===== src/rtl/lcd_object_writer.sv =====
// Character-LCD sprite renderer: runs the HD44780 power-on init, then on each
// request erases the sprite's previous cells with spaces and draws it at the new position.
module lcd_object_writer #(
  parameter int COLS       = 16,
  parameter int ROWS       = 2,
  parameter int OBJ_W      = 3,
  parameter int EN_CYCLES  = 2,
  parameter int GAP_CYCLES = 4,
  parameter int CLR_WAIT   = 100,
  localparam int RW = (ROWS > 1) ? $clog2(ROWS) : 1,
  localparam int CW = $clog2(COLS)
) (
  input  logic          clk,
  input  logic          rst,
  input  logic          req,
  input  logic [RW-1:0] row,
  input  logic [CW-1:0] col,
  input  logic [7:0]    glyph_base,
  output logic          ready,
  output logic          done,
  output logic [7:0]    lcd_data,
  output logic          lcd_rs,
  output logic          lcd_rw,
  output logic          lcd_en
);

  localparam int MAX_A   = (CLR_WAIT > GAP_CYCLES) ? CLR_WAIT : GAP_CYCLES;
  localparam int MAX_CNT = (MAX_A > EN_CYCLES) ? MAX_A : EN_CYCLES;
  localparam int CNT_W   = $clog2(MAX_CNT + 1);

  localparam logic [CNT_W-1:0] EN_LAST  = CNT_W'(EN_CYCLES - 1);
  localparam logic [CNT_W-1:0] GAP_LAST = CNT_W'(GAP_CYCLES - 1);
  localparam logic [CNT_W-1:0] CLR_LAST = CNT_W'(CLR_WAIT - 1);
  localparam logic [6:0]       COLS_7   = 7'(COLS);
  localparam logic [3:0]       OBJ_4    = 4'(OBJ_W);
  localparam logic [RW:0]      ROWS_V   = (RW + 1)'(ROWS);
  localparam logic [CW:0]      COLS_V   = (CW + 1)'(COLS);

  typedef enum logic [3:0] {
    S_INIT_CLR,
    S_INIT_ENTRY,
    S_INIT_DISP,
    S_IDLE,
    S_ERASE_ADDR,
    S_ERASE_DATA,
    S_DRAW_ADDR,
    S_DRAW_DATA,
    S_DONE
  } state_t;

  typedef enum logic [1:0] {
    PH_SETUP,
    PH_STROBE,
    PH_HOLD
  } phase_t;

  state_t           r_state;
  state_t           w_stateN;
  phase_t           r_phase;
  phase_t           w_phaseN;
  logic [CNT_W-1:0] r_cnt;
  logic [CNT_W-1:0] w_cntN;
  logic [3:0]       r_cell;
  logic [3:0]       w_cellN;
  logic [RW-1:0]    r_row;
  logic [CW-1:0]    r_col;
  logic [7:0]       r_glyph;
  logic             r_oor;
  logic [RW-1:0]    r_prevRow;
  logic [CW-1:0]    r_prevCol;
  logic             r_prevValid;

  logic             w_rowOk;
  logic             w_colOk;
  logic             w_inRange;
  logic             w_accept;
  logic             w_needErase;
  logic             w_txnState;
  logic             w_txnEnd;
  logic [CNT_W-1:0] w_holdLast;
  logic [3:0]       w_eraseN;
  logic [3:0]       w_drawN;
  logic [3:0]       w_cellInc;
  logic [7:0]       w_busData;
  logic             w_busRs;

  function automatic logic [6:0] ddramAddr(input logic [RW-1:0] r, input logic [CW-1:0] c);
    logic [6:0] base;
    case (2'(r))
      2'd0:    base = 7'h00;
      2'd1:    base = 7'h40;
      2'd2:    base = 7'h14;
      default: base = 7'h54;
    endcase
    return base + 7'(c);
  endfunction

  // Cells that fit between a column and the right edge, capped at the sprite width.
  function automatic logic [3:0] cellCount(input logic [CW-1:0] c);
    logic [6:0] rem;
    rem = COLS_7 - 7'(c);
    return (rem < 7'(OBJ_W)) ? rem[3:0] : OBJ_4;
  endfunction

  if (ROWS == (1 << RW)) begin : g_rowFull
    assign w_rowOk = 1'b1;
  end else begin : g_rowPart
    assign w_rowOk = ({1'b0, row} < ROWS_V);
  end

  if (COLS == (1 << CW)) begin : g_colFull
    assign w_colOk = 1'b1;
  end else begin : g_colPart
    assign w_colOk = ({1'b0, col} < COLS_V);
  end

  assign w_inRange   = w_rowOk && w_colOk;
  assign w_accept    = (r_state == S_IDLE) && req;
  assign w_needErase = r_prevValid && !((r_prevRow == row) && (r_prevCol == col));
  assign w_txnState  = (r_state != S_IDLE) && (r_state != S_DONE);
  assign w_holdLast  = (r_state == S_INIT_CLR) ? CLR_LAST : GAP_LAST;
  assign w_txnEnd    = w_txnState && (r_phase == PH_HOLD) && (r_cnt == w_holdLast);
  assign w_eraseN    = cellCount(r_prevCol);
  assign w_drawN     = cellCount(r_col);
  assign w_cellInc   = r_cell + 4'd1;

  always_ff @(posedge clk or negedge rst) begin
    if (!rst) begin
      r_state     <= S_INIT_CLR;
      r_phase     <= PH_SETUP;
      r_cnt       <= '0;
      r_cell      <= '0;
      r_row       <= '0;
      r_col       <= '0;
      r_glyph     <= '0;
      r_oor       <= 1'b0;
      r_prevRow   <= '0;
      r_prevCol   <= '0;
      r_prevValid <= 1'b0;
    end else begin
      r_state <= w_stateN;
      r_phase <= w_phaseN;
      r_cnt   <= w_cntN;
      r_cell  <= w_cellN;
      if (w_accept) begin
        r_row   <= row;
        r_col   <= col;
        r_glyph <= glyph_base;
        r_oor   <= !w_inRange;
      end
      if ((r_state == S_DONE) && !r_oor) begin
        r_prevRow   <= r_row;
        r_prevCol   <= r_col;
        r_prevValid <= 1'b1;
      end
    end
  end

  // Every bus-driving state runs one SETUP/STROBE/HOLD transaction.
  always_comb begin
    w_phaseN = r_phase;
    w_cntN   = r_cnt;
    if (w_txnState) begin
      case (r_phase)
        PH_SETUP: begin
          w_phaseN = PH_STROBE;
          w_cntN   = '0;
        end
        PH_STROBE: begin
          if (r_cnt == EN_LAST) begin
            w_phaseN = PH_HOLD;
            w_cntN   = '0;
          end else begin
            w_cntN = r_cnt + CNT_W'(1);
          end
        end
        PH_HOLD: begin
          if (r_cnt == w_holdLast) begin
            w_phaseN = PH_SETUP;
            w_cntN   = '0;
          end else begin
            w_cntN = r_cnt + CNT_W'(1);
          end
        end
        default: begin
          w_phaseN = PH_SETUP;
          w_cntN   = '0;
        end
      endcase
    end
  end

  always_comb begin
    w_stateN  = r_state;
    w_cellN   = r_cell;
    w_busData = 8'h00;
    w_busRs   = 1'b0;
    case (r_state)
      S_INIT_CLR: begin
        w_busData = 8'h01;
        if (w_txnEnd) w_stateN = S_INIT_ENTRY;
      end
      S_INIT_ENTRY: begin
        w_busData = 8'h06;
        if (w_txnEnd) w_stateN = S_INIT_DISP;
      end
      S_INIT_DISP: begin
        w_busData = 8'h0C;
        if (w_txnEnd) w_stateN = S_IDLE;
      end
      S_IDLE: begin
        if (req) begin
          w_cellN = '0;
          if (!w_inRange) begin
            w_stateN = S_DONE;
          end else if (w_needErase) begin
            w_stateN = S_ERASE_ADDR;
          end else begin
            w_stateN = S_DRAW_ADDR;
          end
        end
      end
      S_ERASE_ADDR: begin
        w_busData = {1'b1, ddramAddr(r_prevRow, r_prevCol)};
        if (w_txnEnd) begin
          w_stateN = S_ERASE_DATA;
          w_cellN  = '0;
        end
      end
      S_ERASE_DATA: begin
        w_busData = 8'h20;
        w_busRs   = 1'b1;
        if (w_txnEnd) begin
          if (w_cellInc == w_eraseN) begin
            w_stateN = S_DRAW_ADDR;
            w_cellN  = '0;
          end else begin
            w_cellN = w_cellInc;
          end
        end
      end
      S_DRAW_ADDR: begin
        w_busData = {1'b1, ddramAddr(r_row, r_col)};
        if (w_txnEnd) begin
          w_stateN = S_DRAW_DATA;
          w_cellN  = '0;
        end
      end
      S_DRAW_DATA: begin
        w_busData = r_glyph + {4'b0000, r_cell};
        w_busRs   = 1'b1;
        if (w_txnEnd) begin
          if (w_cellInc == w_drawN) begin
            w_stateN = S_DONE;
          end else begin
            w_cellN = w_cellInc;
          end
        end
      end
      S_DONE: begin
        w_stateN = S_IDLE;
      end
      default: begin
        w_stateN = S_INIT_CLR;
      end
    endcase
  end

  // Bus outputs are gated by rst so the strobe and data clear the instant reset asserts.
  assign ready    = (r_state == S_IDLE);
  assign done     = (r_state == S_DONE);
  assign lcd_rw   = 1'b0;
  assign lcd_en   = rst && (r_phase == PH_STROBE);
  assign lcd_data = rst ? w_busData : 8'h00;
  assign lcd_rs   = rst && w_busRs;

endmodule

===== config.mk =====
export PLATFORM = sky130hd
export DESIGN_NAME = lcd_object_writer
export DESIGN_NICKNAME = d
export VERILOG_FILES = /design/src/rtl/lcd_object_writer.sv
export SDC_FILE = /design/constraint.sdc
export NUM_CORES = 1
export LEC_CHECK = 0
export CORE_ASPECT_RATIO = 1.2
export CORE_MARGIN = 4
export CORE_UTILIZATION = 51
export DETAILED_ROUTE_END_ITERATION = 6
export PLACE_DENSITY = 0.75
export SETUP_SLACK_MARGIN = 0.5
export SYNTH_ARGS = -nofsm -noshare
export SYNTH_HDL_FRONTEND = slang
export SYNTH_SLANG_ARGS = --single-unit
export TNS_END_PERCENT = 5

===== constraint.sdc =====
create_clock -name clk -period 2.3 [get_ports clk]
set_input_delay 0.46 -clock clk [delete_from_list [all_inputs] [get_ports clk]]
set_output_delay 0.46 -clock clk [all_outputs]
set_load 0.01 [all_outputs]

==> flow_metrics.tcl, run 1 <==
set metrics [dict create \
    netlist_area_sq_um 2530 \
    start_util 0.539 \
    path_cells "ha_4 -> fa_2 -> a21o_1 -> a21oi_2 -> nor2_1 -> xnor2_1 -> o22ai_1 -> nor2b_4 -> buf_6" \
    cts_sinks 36 \
    num_rows 27 \
    fin_nets 375 \
    period_share 1.13 \
    grt_antenna_before_repair 0 \
    htreeDepth 2 \
    r2r_end "r_state[0]" \
    dp_hpwl_um 4880 \
    rsz0062_at_grt "yes" \
    period_needed_ns 2.60 \
    crit_path_max_incr_delay_ns 0.42 \
    cp.arrival_ns 2.14 \
    finalHoldViolCount 0 \
    clock.fmax_mhz 384 \
    worst-path-max-fanout 2 \
    violations "negative setup slack" \
    place_area_sq_um 3190 \
    cts_tree "yes" \
    clock-skew-final_ns 0.00825 \
    synth-edff-count 0 \
    grt_overflow 0 \
    drc 0 \
    postSynthCellCount 276 \
    synthFlopType "dfrtp_1" \
    grt_max_degree 21 \
    insertion_delay_ns 0.30 \
    first_global_vias 2393 \
    ys_seq_area_frac 0.356 \
    area_growth_pct 34.2 \
    final_cell_mix "buf_4, dfrtp_1, nor2_1" \
    yosys_register_bits 36 \
    hold_class "in2async" \
    syn-num-nets 305 \
    ys_warn_count 0 \
    antenna_cells 0 \
    cts_root_buf "clkbuf_8" \
    synth_area_leaders "dfrtp_1, mux2_2, ha_1" \
    p_per_area_nw_per_um2 1270 \
    drv_slew 0 \
    cap_violations 0 \
    clockBufferDepth 2 \
    numPortBuffers 27 \
    routabilityCongestion 0.879 \
    critPathKind "reg2out" \
    wire_per_inst_um 16.0 \
    grtUsageTotal 0.218 \
    status "complete, but fails checks" \
    synth_top_area_frac 0.356 \
    r2r_cells 8 \
    crit_path_start_kind "flop" \
    r2r_start "r_cell[1]" \
    ctsHoldBuffers 0 \
    fp.dieH_um 85.2 \
    synth-async-reset-ratio 1.00 \
    drt-initial-drc-count 102 \
    dieArea_sq_um 6160 \
    vdd_ir_drop_max_v 0.000834 \
    final_common_cell "buf_4" \
    firstDrtPassIters 4 \
    synth_top_cell_by_area "dfrtp_1" \
    die_x_um 72.3 \
    ant_nets 0 \
    finalWirelength_um 6470 \
    final_layout_size_suffix_gt1_frac 0.323 \
    leakagePower_nw 1.57 \
    slowest_stage "dfrtp_1" \
    grt_pass1_wl_um 10600 \
    r2r_slack_ns 0 \
    ios 29 \
    yosys.cell_types.count 55 \
    vias 2358 \
    dp_worst_setup_slack_ns -0.375 \
    postSynthAreaPerCell_sq_um 9.17 \
    cp-end-kind "primary output" \
    clkSlewWorstSetupHoldPaths_ns 0.08 \
    numCtsBuffers 5 \
    tns_ns -1.60 \
    design_area_sq_um 3390 \
    finalWorstSetupSlack_ns -0.305 \
    via_per_inst 5.82 \
    core-area_sq_um 4700 \
    cp_data_required_time_ns 1.84 \
    setup_viol 9 \
]
[per-layer routing]
layer	GRT usage	vias up	part of all wire
met1	0.251	1156	0.42
met5	0	-	0
li1	-	1131	-
met4	0.0838	0	0.020
met2	0.394	60	0.53
met3	0.0344	11	0.032
[report_power, final]
group | internal, W | leakage [nW] | switching, W
sequential | 0.000832 | 0.451 | 0.000190
clock | 0.000383 | 0.0645 | 0.000249
combinational | 0.00138 | 1.05 | 0.00128
total | 0.00260 | 1.57 | 0.00172
[flip-flops by register name, summed over array words and instances (netlist names)]
register and flops:
r_cell 4, r_cnt 7, r_col 4, r_glyph 8
r_phase 2, r_prevCol 4, r_prevRow 1, r_prevValid 1
r_row 1, r_state 4
[Yosys cell counts, types with 4 or more instances]
cell	number
and2_1	4
nor3_1	6
a22o_1	6
nor2_1	25
xnor2_1	7
buf_2	4
nand2b_1	8
dfrtp_1	36
a21oi_1	10
nor2b_1	7
inv_1	12
mux2_2	19
ha_1	12
nand3b_1	5
xor2_1	6
nand3_1	7
o21ai_0	11
a21o_1	5
a31oi_1	5
nand2_1	22
or3_1	4
[worst max-delay path by stage]
stage	startpoint	end	slack [ns]	cells after the start
floorplan	r_cell[0]	lcd_data[6]	0.1	8
global placement	r_cell[0]	lcd_data[6]	-0.35	9
detailed placement	r_glyph[0]	lcd_data[6]	-0.37	9
CTS	r_glyph[0]	lcd_data[6]	-0.30	9
global route	r_glyph[1]	lcd_data[7]	-0.42	8
finish	r_glyph[0]	lcd_data[6]	-0.30	9
[worst max-delay path, delay by kind of cell (launching register included)]
kind,cells,cell delay (ns)
and+or+nand+nor,2,0.23
buffers and inverters,1,0.10
AOI/OAI and AO/OA,3,0.47
DFF,1,0.42
xor gates and xnor gates,1,0.12
adders and majority gates,2,0.51
[metrics by stage]
stage | utilization | hold WS (ns) | std cells | power (W)
6_report | 0.723 | 0.154 | 405 | 0.00432
5_1_grt | 0.723 | 0.171 | 405 | 0.00462
4_1_cts | 0.708 | 0.162 | 405 | 0.00419
3_5_place_dp | 0.680 | 0.465 | 395 | 0.00355
3_3_place_gp | 0.680 | 0.461 | 395 | 0.00349
2_1_floorplan | - | 0.164 | 276 | 0.00253
[layout make-up]
cell class              instances  area, sq um
multi-input cells             217         1640
fillers                       331         1300
flip-flops and latches         36          903
repair buffers                 74          603
clock buffers                   7         96.3
well taps                      58         72.6
inverters                      12         45.0
clock inverters                 1         30.0
[logic make-up after synthesis]
| family | after synthesis | synth area share |
|---|---|---|
| compound gates | 62 | 0.171 |
| xor+xnor | 13 | 0.0450 |
| simple gates | 105 | 0.221 |
| fa+ha+maj | 13 | 0.0673 |
| buf+inv | 23 | 0.0376 |
| other cells | 1 | 0.00148 |
| flops | 36 | 0.356 |
| mux | 23 | 0.101 |
[timing repair]
| action | 4_1_cts | 5_1_grt |
|---|---|---|
| endpoints found under the setup margin | 29 | 31 |
| setup buffers | 2 | 0 |
| resized for setup | 25 | 31 |
| pin swaps | 7 | 14 |
Note: power is estimated with default switching activity, not from simulation.
==> inputs of run 2 (changes only) <==
- ABC_AREA: default -> 1
- PLACE_DENSITY: 0.75 -> 0.76
==> run 2 against run 1 <==
The run still ends with negative setup slack left. Largest power group is now registers. Via count rose by 1.4%. Cell area fell by 6.9%. Die area fell by 2.5%. Non-clock buffer count fell by 19. Largest cell class unchanged. Critical endpoint unchanged. Synthesized area fell by 2.8%. Highest routed layer unchanged.
==> flow_metrics.tcl, run 2 <==
set metrics [dict create \
    status "complete, but fails checks" \
    violations "negative setup slack" \
    period_share 1.11 \
    routabilityCongestion 0.912 \
    synth.most_common_cell "nand2_1" \
    final_common_cell "nand2_1" \
    synth_top_cell_by_area "dfrtp_1" \
    vdd_ir_drop_max_v 0.000362 \
    synth_top_family_by_area "simple AND/OR/NAND/NOR gates" \
    yosys.area_share.adder 0.0692 \
    crit_top_cell "nand3_2" \
    ios 29 \
    use_met1 0.255 \
    clock.fmax_mhz 391 \
    worst-path-max-fanout 2 \
    cts_root_buf "clkbuf_8" \
    insertion_delay_ns 0.28 \
    drv_slew 0 \
    top_usage_layer "met2" \
    htreeDepth 2 \
    synth-xor-area-share 0.0321 \
    wire_per_inst_um 14.0 \
    postSynthCellCount 327 \
    drc 0 \
    reg_top3 "r_glyph x8, r_cnt x7" \
    via_per_inst 5.40 \
    groute.layer.met3.usage 0.0313 \
    path_cells "ha_2 -> fa_2 -> nand3_2 -> nand3_2 -> nand2_2 -> nor2_1 -> or2_4 -> nand3_4 -> a31oi_4 -> buf_6" \
    synth_compound_area_frac 0.108 \
    p_per_area_nw_per_um2 363 \
    synth_area_leaders "dfrtp_1, nand2_1, ha_1" \
    setup_viol 8 \
    leakagePower_nw 1.64 \
    first_global_vias 2389 \
    cp_top_family "simple AND/OR/NAND/NOR gates" \
    synth-edff-count 0 \
    worst-path-buf-inv 1 \
    numCtsBuffers 5 \
    cts_tree "yes" \
    rsz0062_at_grt "yes" \
    ys_seq_area_frac 0.366 \
    top_register "r_glyph" \
    synth_top_area_frac 0.366 \
    crit_path_max_incr_delay_ns 0.39 \
    yosys_register_bits 36 \
    numPortBuffers 27 \
    final_util 0.683 \
    clkSlewWorstSetupHoldPaths_ns 0.07 \
    dp_hpwl_um 4750 \
    finalHoldViolCount 0 \
    n_fill_cell 383 \
    drt-initial-drc-count 125 \
    period_needed_ns 2.56 \
    p_int_w 0.000906 \
    grtUsageTotal 0.219 \
    p_seq_frac 0.552 \
    fp.dieH_um 84.1 \
    cap_violations 0 \
    yosys.cell_types.count 39 \
    ant_nets 0 \
    antenna_cells 0 \
    area_growth_pct 28.5 \
    ys_warn_count 0 \
    clockPowerShare 0.399 \
    grt_antenna_before_repair 0 \
    synth_mux_area_frac 0.0321 \
    vias 2391 \
    switching_share 0.209 \
    fin_nets 413 \
    largest_reg_flops 8 \
    cts_sinks 36 \
    ctsHoldBuffers 0 \
    grtUsageMet2 0.396 \
    dp_worst_setup_slack_ns -0.312 \
    grt_pass1_wl_um 10600 \
    finalWirelength_um 6220 \
    synth-async-reset-ratio 1.00 \
    syn-num-nets 356 \
    crit_path_start_kind "flop" \
    firstDrtPassIters 4 \
    yosys.area_share.simple 0.312 \
    ys_top_cells_by_count "nand2_1, inv_1, dfrtp_1" \
    grt_max_degree 40 \
    dieArea_sq_um 6000 \
    slowest_stage "dfrtp_1" \
    netlist_area_sq_um 2460 \
    power_frac_comb 0.049 \
    critPathKind "reg2out" \
    num_rows 27 \
    grt_overflow 0 \
    synthFlopType "dfrtp_1" \
    final_layout_size_suffix_gt1_frac 0.208 \
    p_switching_w 0.000240 \
    final_cell_mix "nand2_1, inv_1, dfrtp_1" \
    hold_class "in2async" \
    cp.arrival_ns 2.10 \
    cp-end-kind "primary output" \
    core-area_sq_um 4630 \
    start_util 0.531 \
    clock-skew-final_ns 0.00187 \
    die_x_um 71.4 \
    postSynthAreaPerCell_sq_um 7.52 \
    cp_data_required_time_ns 1.84 \
    finalWorstSetupSlack_ns -0.259 \
    clockBufferDepth 2 \
]
## run 2: timing repair
action,in CTS,in global routing
setup buffers,2,0
pin swaps,10,0
setup endpoints to repair,20,29
gates resized for setup,31,14
## run 2: power groups by stage
stage / Sequential [W] / Clock, W / Combinational (W)
after floorplan: 0.000645 / 0 / 0.0000102
after global routing: 0.000632 / 0.000497 / 0.0000615
final: 0.000633 / 0.000458 / 0.0000558
after global placement: 0.000645 / 0 / 0.0000565
after detailed placement: 0.000645 / 0 / 0.0000570
after CTS: 0.000633 / 0.000468 / 0.0000565
## run 2: logic make-up (layout without fill, tap and decap cells)
group,count (synthesis),after routing
muxes,7,7
and+or+nand+nor,168,168
buffers and inverters,48,106
adders and majority gates,13,13
AOI/OAI and AO/OA,45,45
DFF,36,36
other,1,1
xor gates and xnor gates,9,9
## run 2: path summary, 6_finish.rpt
check                             start     endpoint  slack [ns]  cells after the start
max                           r_cell[0]  lcd_data[6]       -0.26                     10
min                                 rst   r_phase[1]        0.15                      2
max reg2reg                r_prevCol[0]   r_state[1]        0.26                     10
min reg2reg                 r_prevValid  r_prevValid        0.48                      1
max in group asynchronous           rst   r_state[0]        1.95                      2
min in group clk            r_prevValid  r_prevValid        0.48                      1
## run 2: worst reg2reg max path, delay by kind of cell, from the launching register on
| kind | cells | cell delay (ns) |
|---|---|---|
| simple gates | 6 | 0.61 |
| compound gates | 2 | 0.51 |
| flops | 1 | 0.41 |
| fa+ha+maj | 1 | 0.31 |
| buf+inv | 1 | 0.10 |
## run 2: per-stage QoR
step	cells	TNS (ns)	hold slack, ns	total power [W]	area (sq um)
4_1_cts	443	-0.903	0.156	0.00116	3130
2_1_floorplan	327	0	0.164	0.000655	2500
3_3_place_gp	433	-1.14	0.457	0.000701	3010
3_5_place_dp	433	-1.44	0.463	0.000702	3010
5_1_grt	443	-1.77	0.173	0.00119	3160
6_report	443	-0.841	0.150	0.00115	3160
## run 2: layout make-up
type | count | area (sq um) | share of cell area
clock buffer | 8 | 90.1 | 0.0285
inverter | 43 | 161 | 0.0511
multi-input combinational | 243 | 1470 | 0.464
sequential | 36 | 903 | 0.286
tap | 58 | 72.6 | 0.0230
timing repair buffer | 55 | 465 | 0.147
## run 2: routing by layer
| metal | up-vias | wire length [um] |
|---|---|---|
| li1 | 1189 | - |
| met1 | 1134 | 2630 |
| met2 | 55 | 3230 |
| met3 | 13 | 221 |
| met4 | 0 | 133 |
| met5 | - | 0 |
